### src/rtl/key_debounce_pkg.sv
// Shared types and default timing for the key debouncer bank.
// Tick defaults assume the 1 MHz system clock.
package key_debounce_pkg;

  typedef enum logic [2:0] {
    IDLE        = 3'b000,
    PRESS_WAIT  = 3'b001,
    PRESS_CHECK = 3'b010,
    HELD        = 3'b011,
    REL_WAIT    = 3'b100,
    REL_CHECK   = 3'b101
  } deb_state_t;

  localparam int DEF_PRESS_TICKS   = 10_000;   // 10 ms
  localparam int DEF_RELEASE_TICKS = 200_000;  // 200 ms

  // A key counts as pressed from confirmation until its release is confirmed.
  function automatic logic is_level(input deb_state_t st);
    return (st == HELD) || (st == REL_WAIT) || (st == REL_CHECK);
  endfunction

endpackage

### src/rtl/key_debounce_ch.sv
// One debounced key: 2-flop synchroniser, polarity fix, press/release FSM
// with wait counter, and registered one-cycle press/release pulses.
module key_debounce_ch
  import key_debounce_pkg::*;
#(
  parameter int PRESS_TICKS   = DEF_PRESS_TICKS,
  parameter int RELEASE_TICKS = DEF_RELEASE_TICKS,
  parameter int CNT_W         = 18,
  parameter bit ACTIVE_LOW    = 1'b1
) (
  input  logic clk1M,
  input  logic rst,
  input  logic key_in,
  output logic key_level,
  output logic press_pulse,
  output logic release_pulse
);

  localparam logic             IDLE_RAW     = ACTIVE_LOW;
  localparam logic [CNT_W-1:0] PRESS_LAST   = CNT_W'(PRESS_TICKS - 1);
  localparam logic [CNT_W-1:0] RELEASE_LAST = CNT_W'(RELEASE_TICKS - 1);

  logic [1:0]       sync;
  logic             s;
  deb_state_t       state, state_nxt;
  logic [CNT_W-1:0] cnt, cnt_nxt;
  logic             press_nxt, release_nxt;

  always_ff @(posedge clk1M or posedge rst) begin
    if (rst) sync <= {2{IDLE_RAW}};
    else     sync <= {sync[0], key_in};
  end

  assign s = sync[1] ^ IDLE_RAW;

  // NOTE: sequential state uses non-blocking assignments so every flop
  // samples pre-edge values regardless of statement order.
  always_ff @(posedge clk1M or posedge rst) begin
    if (rst) begin
      state         <= IDLE;
      cnt           <= '0;
      press_pulse   <= 1'b0;
      release_pulse <= 1'b0;
    end else begin
      state         <= state_nxt;
      cnt           <= cnt_nxt;
      press_pulse   <= press_nxt;
      release_pulse <= release_nxt;
    end
  end

  // NOTE: every output of this block gets a default first, so no path
  // through the case leaves a value unassigned and no latch is inferred.
  always_comb begin
    state_nxt   = state;
    cnt_nxt     = cnt;
    press_nxt   = 1'b0;
    release_nxt = 1'b0;
    unique case (state)
      IDLE: begin
        if (s) begin
          state_nxt = PRESS_WAIT;
          cnt_nxt   = '0;
        end
      end
      PRESS_WAIT: begin
        if (cnt == PRESS_LAST) state_nxt = PRESS_CHECK;
        else                   cnt_nxt   = cnt + CNT_W'(1);
      end
      PRESS_CHECK: begin
        if (s) begin
          state_nxt = HELD;
          press_nxt = 1'b1;
        end else begin
          state_nxt = IDLE;
        end
      end
      HELD: begin
        if (!s) begin
          state_nxt = REL_WAIT;
          cnt_nxt   = '0;
        end
      end
      REL_WAIT: begin
        // Lockout: input is ignored until the release window has elapsed.
        if (cnt == RELEASE_LAST) state_nxt = REL_CHECK;
        else                     cnt_nxt   = cnt + CNT_W'(1);
      end
      REL_CHECK: begin
        if (!s) begin
          state_nxt   = IDLE;
          release_nxt = 1'b1;
        end else begin
          state_nxt = HELD;
        end
      end
      default: state_nxt = IDLE;
    endcase
  end

  assign key_level = is_level(state);

endmodule

### src/rtl/key_debounce_bank.sv
// NCH independent key debouncers plus a registered priority encoder that
// reports the lowest-numbered pressed key.
module key_debounce_bank
  import key_debounce_pkg::*;
#(
  parameter int NCH           = 8,
  parameter int PRESS_TICKS   = DEF_PRESS_TICKS,
  parameter int RELEASE_TICKS = DEF_RELEASE_TICKS,
  parameter int CNT_W         = 18,
  parameter bit ACTIVE_LOW    = 1'b1,
  parameter int CODE_W        = (NCH > 1) ? $clog2(NCH) : 1
) (
  input  logic              clk1M,
  input  logic              rst,
  input  logic [NCH-1:0]    key_in,
  output logic [NCH-1:0]    key_level,
  output logic [NCH-1:0]    press_pulse,
  output logic [NCH-1:0]    release_pulse,
  output logic              any_pressed,
  output logic [CODE_W-1:0] key_code,
  output logic              code_valid
);

  localparam longint CNT_CAP = longint'(1) << CNT_W;

  if (NCH < 1 || NCH > 32) begin : g_bad_nch
    $error("key_debounce_bank: NCH must be 1..32");
  end
  if (PRESS_TICKS < 1 || RELEASE_TICKS < 1) begin : g_bad_ticks
    $error("key_debounce_bank: PRESS_TICKS and RELEASE_TICKS must be >= 1");
  end
  if (longint'(PRESS_TICKS - 1) >= CNT_CAP ||
      longint'(RELEASE_TICKS - 1) >= CNT_CAP) begin : g_bad_cnt_w
    $error("key_debounce_bank: CNT_W too narrow for the tick counts");
  end

  for (genvar i = 0; i < NCH; i++) begin : g_ch
    key_debounce_ch #(
      .PRESS_TICKS   (PRESS_TICKS),
      .RELEASE_TICKS (RELEASE_TICKS),
      .CNT_W         (CNT_W),
      .ACTIVE_LOW    (ACTIVE_LOW)
    ) u_ch (
      .clk1M         (clk1M),
      .rst           (rst),
      .key_in        (key_in[i]),
      .key_level     (key_level[i]),
      .press_pulse   (press_pulse[i]),
      .release_pulse (release_pulse[i])
    );
  end

  logic [CODE_W-1:0] code_nxt;

  // Scan high to low so the lowest pressed index is the last one written.
  always_comb begin
    code_nxt = '0;
    for (int i = NCH - 1; i >= 0; i--) begin
      if (key_level[i]) code_nxt = CODE_W'(i);
    end
  end

  always_ff @(posedge clk1M or posedge rst) begin
    if (rst) begin
      any_pressed <= 1'b0;
      code_valid  <= 1'b0;
      key_code    <= '0;
    end else begin
      any_pressed <= |key_level;
      code_valid  <= |key_level;
      key_code    <= code_nxt;
    end
  end

endmodule
### config.mk
export PLATFORM = sky130hd
export DESIGN_NAME = key_debounce_bank
export DESIGN_NICKNAME = d
export VERILOG_FILES = /design/src/rtl/key_debounce_pkg.sv /design/src/rtl/key_debounce_ch.sv /design/src/rtl/key_debounce_bank.sv
export SDC_FILE = /design/constraint.sdc
export NUM_CORES = 1
export LEC_CHECK = 0
export CAP_MARGIN = 20
export CORE_AREA = 4 4 164 126
export DETAILED_ROUTE_END_ITERATION = 8
export DIE_AREA = 0 0 168 130
export DONT_BUFFER_PORTS = 1
export PLACE_DENSITY_LB_ADDON = 0.05
export SETUP_SLACK_MARGIN = 0.15
export SYNTH_ARGS = -nofsm -noshare
export SYNTH_HDL_FRONTEND = slang
export SYNTH_SLANG_ARGS = --single-unit
### constraint.sdc
create_clock -name clk1M -period 7.6 [get_ports clk1M]
set_clock_uncertainty 0.05 [all_clocks]
set_input_delay 1.52 -clock clk1M [delete_from_list [all_inputs] [get_ports clk1M]]
set_output_delay 1.52 -clock clk1M [all_outputs]
set_load 0.05 [all_outputs]
==> qor.csv <==
stage,metric,value,unit
flow_run,Max-Cap Viols,0,
floorplan,die area,21840,µm²
grt,vias in the first global route,8175,
routing,drt drc,0,
sta,setup TNS,0,ns
clocking,CTS max path bufs,3,
logic_synthesis,top post-synthesis cells by area,"dfrtp_1 (42%), nand2_1 (5.1%), nand3_1 (3.9%), o21ai_0 (3.8%), dfstp_2 (3.7%)",
sta,Slew HR,29.19,%
routing,met3 WL,1067,µm
logic_synthesis,Synth area leader,dfrtp_1,
placement,PortBufs,0,
clocking,Inserted Clock Buffers,22,
critical_path,Crit. End Element,output pin,
grt,largest net degree at the start of global routing,138,
routing,vias per cell,6.196,
floorplan,Die Y,130,µm
placement,Detail Placement HPWL,15380,µm
clocking,Worst-path clk slew,0.06,ns
finish,Diodes inserted,0,
critical_path,CP Launch Type,flip-flop,
routing,Vias,9114,
sta,Setup-failing EPs final,0,
finish,fill count,1565,
finish,share of post-route cells with drive strength above 1,8.703,%
logic_synthesis,main flop type after synthesis,dfrtp_1,
critical_path,crit path buf inv count,1,
placement,RePlAce Congestion,0.8374,
sta,final hold violation count,0,
floorplan,CORE AREA,19100,µm²
critical_path,CP required,6.03,ns
logic_synthesis,Gate Count Post-Synth,1246,
clocking,Num Clock Sinks,204,
logic_synthesis,"Seq/Total Area, Yosys",45.59,%
clocking,Root Buffer Master,clkbuf_16,
logic_synthesis,multiplexer share of the synthesized area,1.569,%
critical_path,"Cell Chain, Critical Path",nand2b_1 -> o21ai_1 -> buf_4,
clocking,# hold bufs at CTS,0,
sta,Slew Limit Fails,0,
pwr,PwrDens,227.4,nW/µm²
critical_path,CP peak stage delay,0.47,ns
logic_synthesis,adder-cell share of the synthesized area,0.8904,%
floorplan,Die X-Extent,168,µm
critical_path,worst endpoint data arrival time,1.95,ns
critical_path,CP Max Fanout,8,
logic_synthesis,Netlist Area Pre-Place,11240,µm²
clocking,CTS HTree Levels,1,
sta,Least-Margin Pin Slew,1.056,ns
logic_synthesis,Post-Syn Nets,1264,
sta,"Period Utilization, post-route",46.31,%
finish,fin nets,1220,
logic_synthesis,xor and xnor fraction of the mapped netlist area,1.324,%
routing,routed len/inst,15.94,µm
logic_synthesis,Compound-Gate Fraction of Synth Area,19.59,%
finish,"commonest non-fill, non-tap cell in the layout",dfrtp_1,
floorplan,I/O pin total,39,
hold_path,min-delay worst type,reg -> reg,
grt,total grt overflow,0,
critical_path,CP max-delay cell,o21ai_1,
logic_synthesis,Synth async-reset ratio,100.0,%
logic_synthesis,simple logic cell fraction of the synthesized area,25.72,%
grt,initial antenna violation count,0,
routing,antenna-violating nets left,0,
run_status,status,"finished, final reports clean",
clocking,post-CTS setup buffers,0,
critical_path,crit path kind,reg -> out,
logic_synthesis,Yosys cell types,82,
routing,final wirelength,23440,µm
sta,post-route minimum period,3.519,ns
routing,Initial DRC Count,763,
grt,GRT Util Overall,21.46,%
logic_synthesis,Post-synth EDFFs,0,
logic_synthesis,area share of the largest cell type after synthesis,41.85,%
routing,top sig layer,met4,
logic_synthesis,synthesized flop and latch total,204,
floorplan,# rows,44,
clocking,TritonCTS clock tree,built,
sta,RSZ-0062 raised after global routing,no,
logic_synthesis,YS warnings,0,
clocking,post-CTS resize count,0,
routing,M1 WL,11910,µm
routing,drt first pass iters,5,
finish,Final Cell Area,11910,µm²
critical_path,"delay-heaviest family, CP",compound AO/OA/AOI/OAI gates,
pwr,Leakage,5.090,nW
pwr,Worst VDD drop,0.1748,mV
routing,routed wire length on met2,10090,µm
grt,first-pass GRT wire length,40250,µm
placement,Area after DPL,11170,µm²
logic_synthesis,synthesized area per cell,9.022,µm²
floorplan,Starting Density,58.85,%
sta,FMAX,0.2842,GHz
logic_synthesis,largest family of logic cells by synthesized area,simple AND/OR/NAND/NOR gates,
finish,most frequent cells in the layout,"dfrtp_1 (188), nand2_1 (153), nand3_1 (88)",
finish,Syn-to-layout area delta,5.899,%
clocking,Worst-Skew Late Latency,0.50,ns
[sequential cells by signal, summed over array words and instances (netlist names)]
name,flops
g_ch.u_ch.cnt,144
g_ch.u_ch.state,24
g_ch.u_ch.sync,16
g_ch.u_ch.press_pulse,8
g_ch.u_ch.release_pulse,8
key_code,3
code_valid,1
[report_power, final]
group | total (W) | leakage, nW | internal [W] | switching [W]
clock network | 0.00108 | 0.358 | 0.000663 | 0.000419
registers | 0.00129 | 2.65 | 0.00116 | 0.000126
logic | 0.000340 | 2.08 | 0.000131 | 0.000209
total | 0.00271 | 5.09 | 0.00195 | 0.000754
[cells in the mapped netlist, drive strengths merged (6+ instances only)]
| library cell | n |
|---|---|
| xnor2 | 6 |
| and3 | 31 |
| ha | 8 |
| mux2i | 12 |
| o31ai | 8 |
| a41oi | 9 |
| nand2b | 23 |
| or3 | 16 |
| nor4b | 12 |
| o22ai | 11 |
| o311ai | 13 |
| or4 | 7 |
| nor2 | 68 |
| nand2 | 158 |
| nor2b | 15 |
| and4 | 7 |
| a31oi | 58 |
| xor2 | 11 |
| o21ai | 92 |
| dfstp | 16 |
| nand4 | 28 |
| clkbuf | 22 |
| nor4 | 14 |
| inv | 37 |
| and2 | 12 |
| nor3 | 34 |
| a21oi | 78 |
| buf | 54 |
| a21o | 12 |
| nand3 | 91 |
| a22o | 12 |
| o211ai | 9 |
| dfrtp | 188 |
| or2 | 8 |
| nor3b | 7 |
[logic make-up after synthesis]
kind of cell | Yosys count
adder cells (fa/ha/maj) | 8
XOR/XNOR | 17
flip-flops | 204
AO/OA/AOI/OAI | 338
multiplexers | 17
AND/OR/NAND/NOR | 549
buffers and inverters | 113
[area by class of cell]
type	count	area, µm²	area share (%)
repair buffers	8	60.06	0.5045
well taps	253	316.6	2.659
flip-flops and latches	204	5125	43.05
clock inverters	5	77.57	0.6516
inverters	37	146.4	1.230
clock buffers	35	660.6	5.549
multi-input cells	929	5519	46.36
[worst paths after layout]
kind                                        from              endpoint  slack [ns]  depth (start not counted)
max                        g_ch[1].u_ch.state[2]          key_level[1]        4.08                          3
max in group asynchronous                    rst  g_ch[0].u_ch.cnt[11]        5.05                          2
max reg2reg                  g_ch[4].u_ch.cnt[0]  g_ch[4].u_ch.cnt[17]        4.81                          7
min reg2reg                 g_ch[2].u_ch.sync[0]  g_ch[2].u_ch.sync[1]        0.30                          0
min in group asynchronous                    rst   g_ch[7].u_ch.cnt[3]        1.03                          1
min                         g_ch[2].u_ch.sync[0]  g_ch[2].u_ch.sync[1]        0.30                          0
[worst reg2reg max path: cells and delay by family, from the launching register on]
family,cells,cell delay [ns]
AOI/OAI and AO/OA,3,1.00
adders and majority gates,1,0.23
DFF,1,0.43
and+or+nand+nor,3,0.94
[routing by layer]
layer	track usage, %	vias up
li1	-	4497
met1	33.37	4376
met2	32.34	206
met3	3.119	35
met4	4.342	0
met5	0	-
[through the flow]
step                      utilization (%)  power, W  worst slack, ns  instances  hold WS (ns)
final                               62.32  0.002708            4.081       1471        0.3026
after global routing                62.32  0.002840            4.025       1471        0.3097
after CTS                           62.32  0.002737            4.059       1471        0.3041
after detailed placement            58.46  0.001644            4.391       1431        0.2970
after global placement              58.46  0.001634            4.418       1431        0.2963
after floorplan                         -  0.001574           0.4891       1246        0.2952
Note: power is estimated with default switching activity, not from simulation.
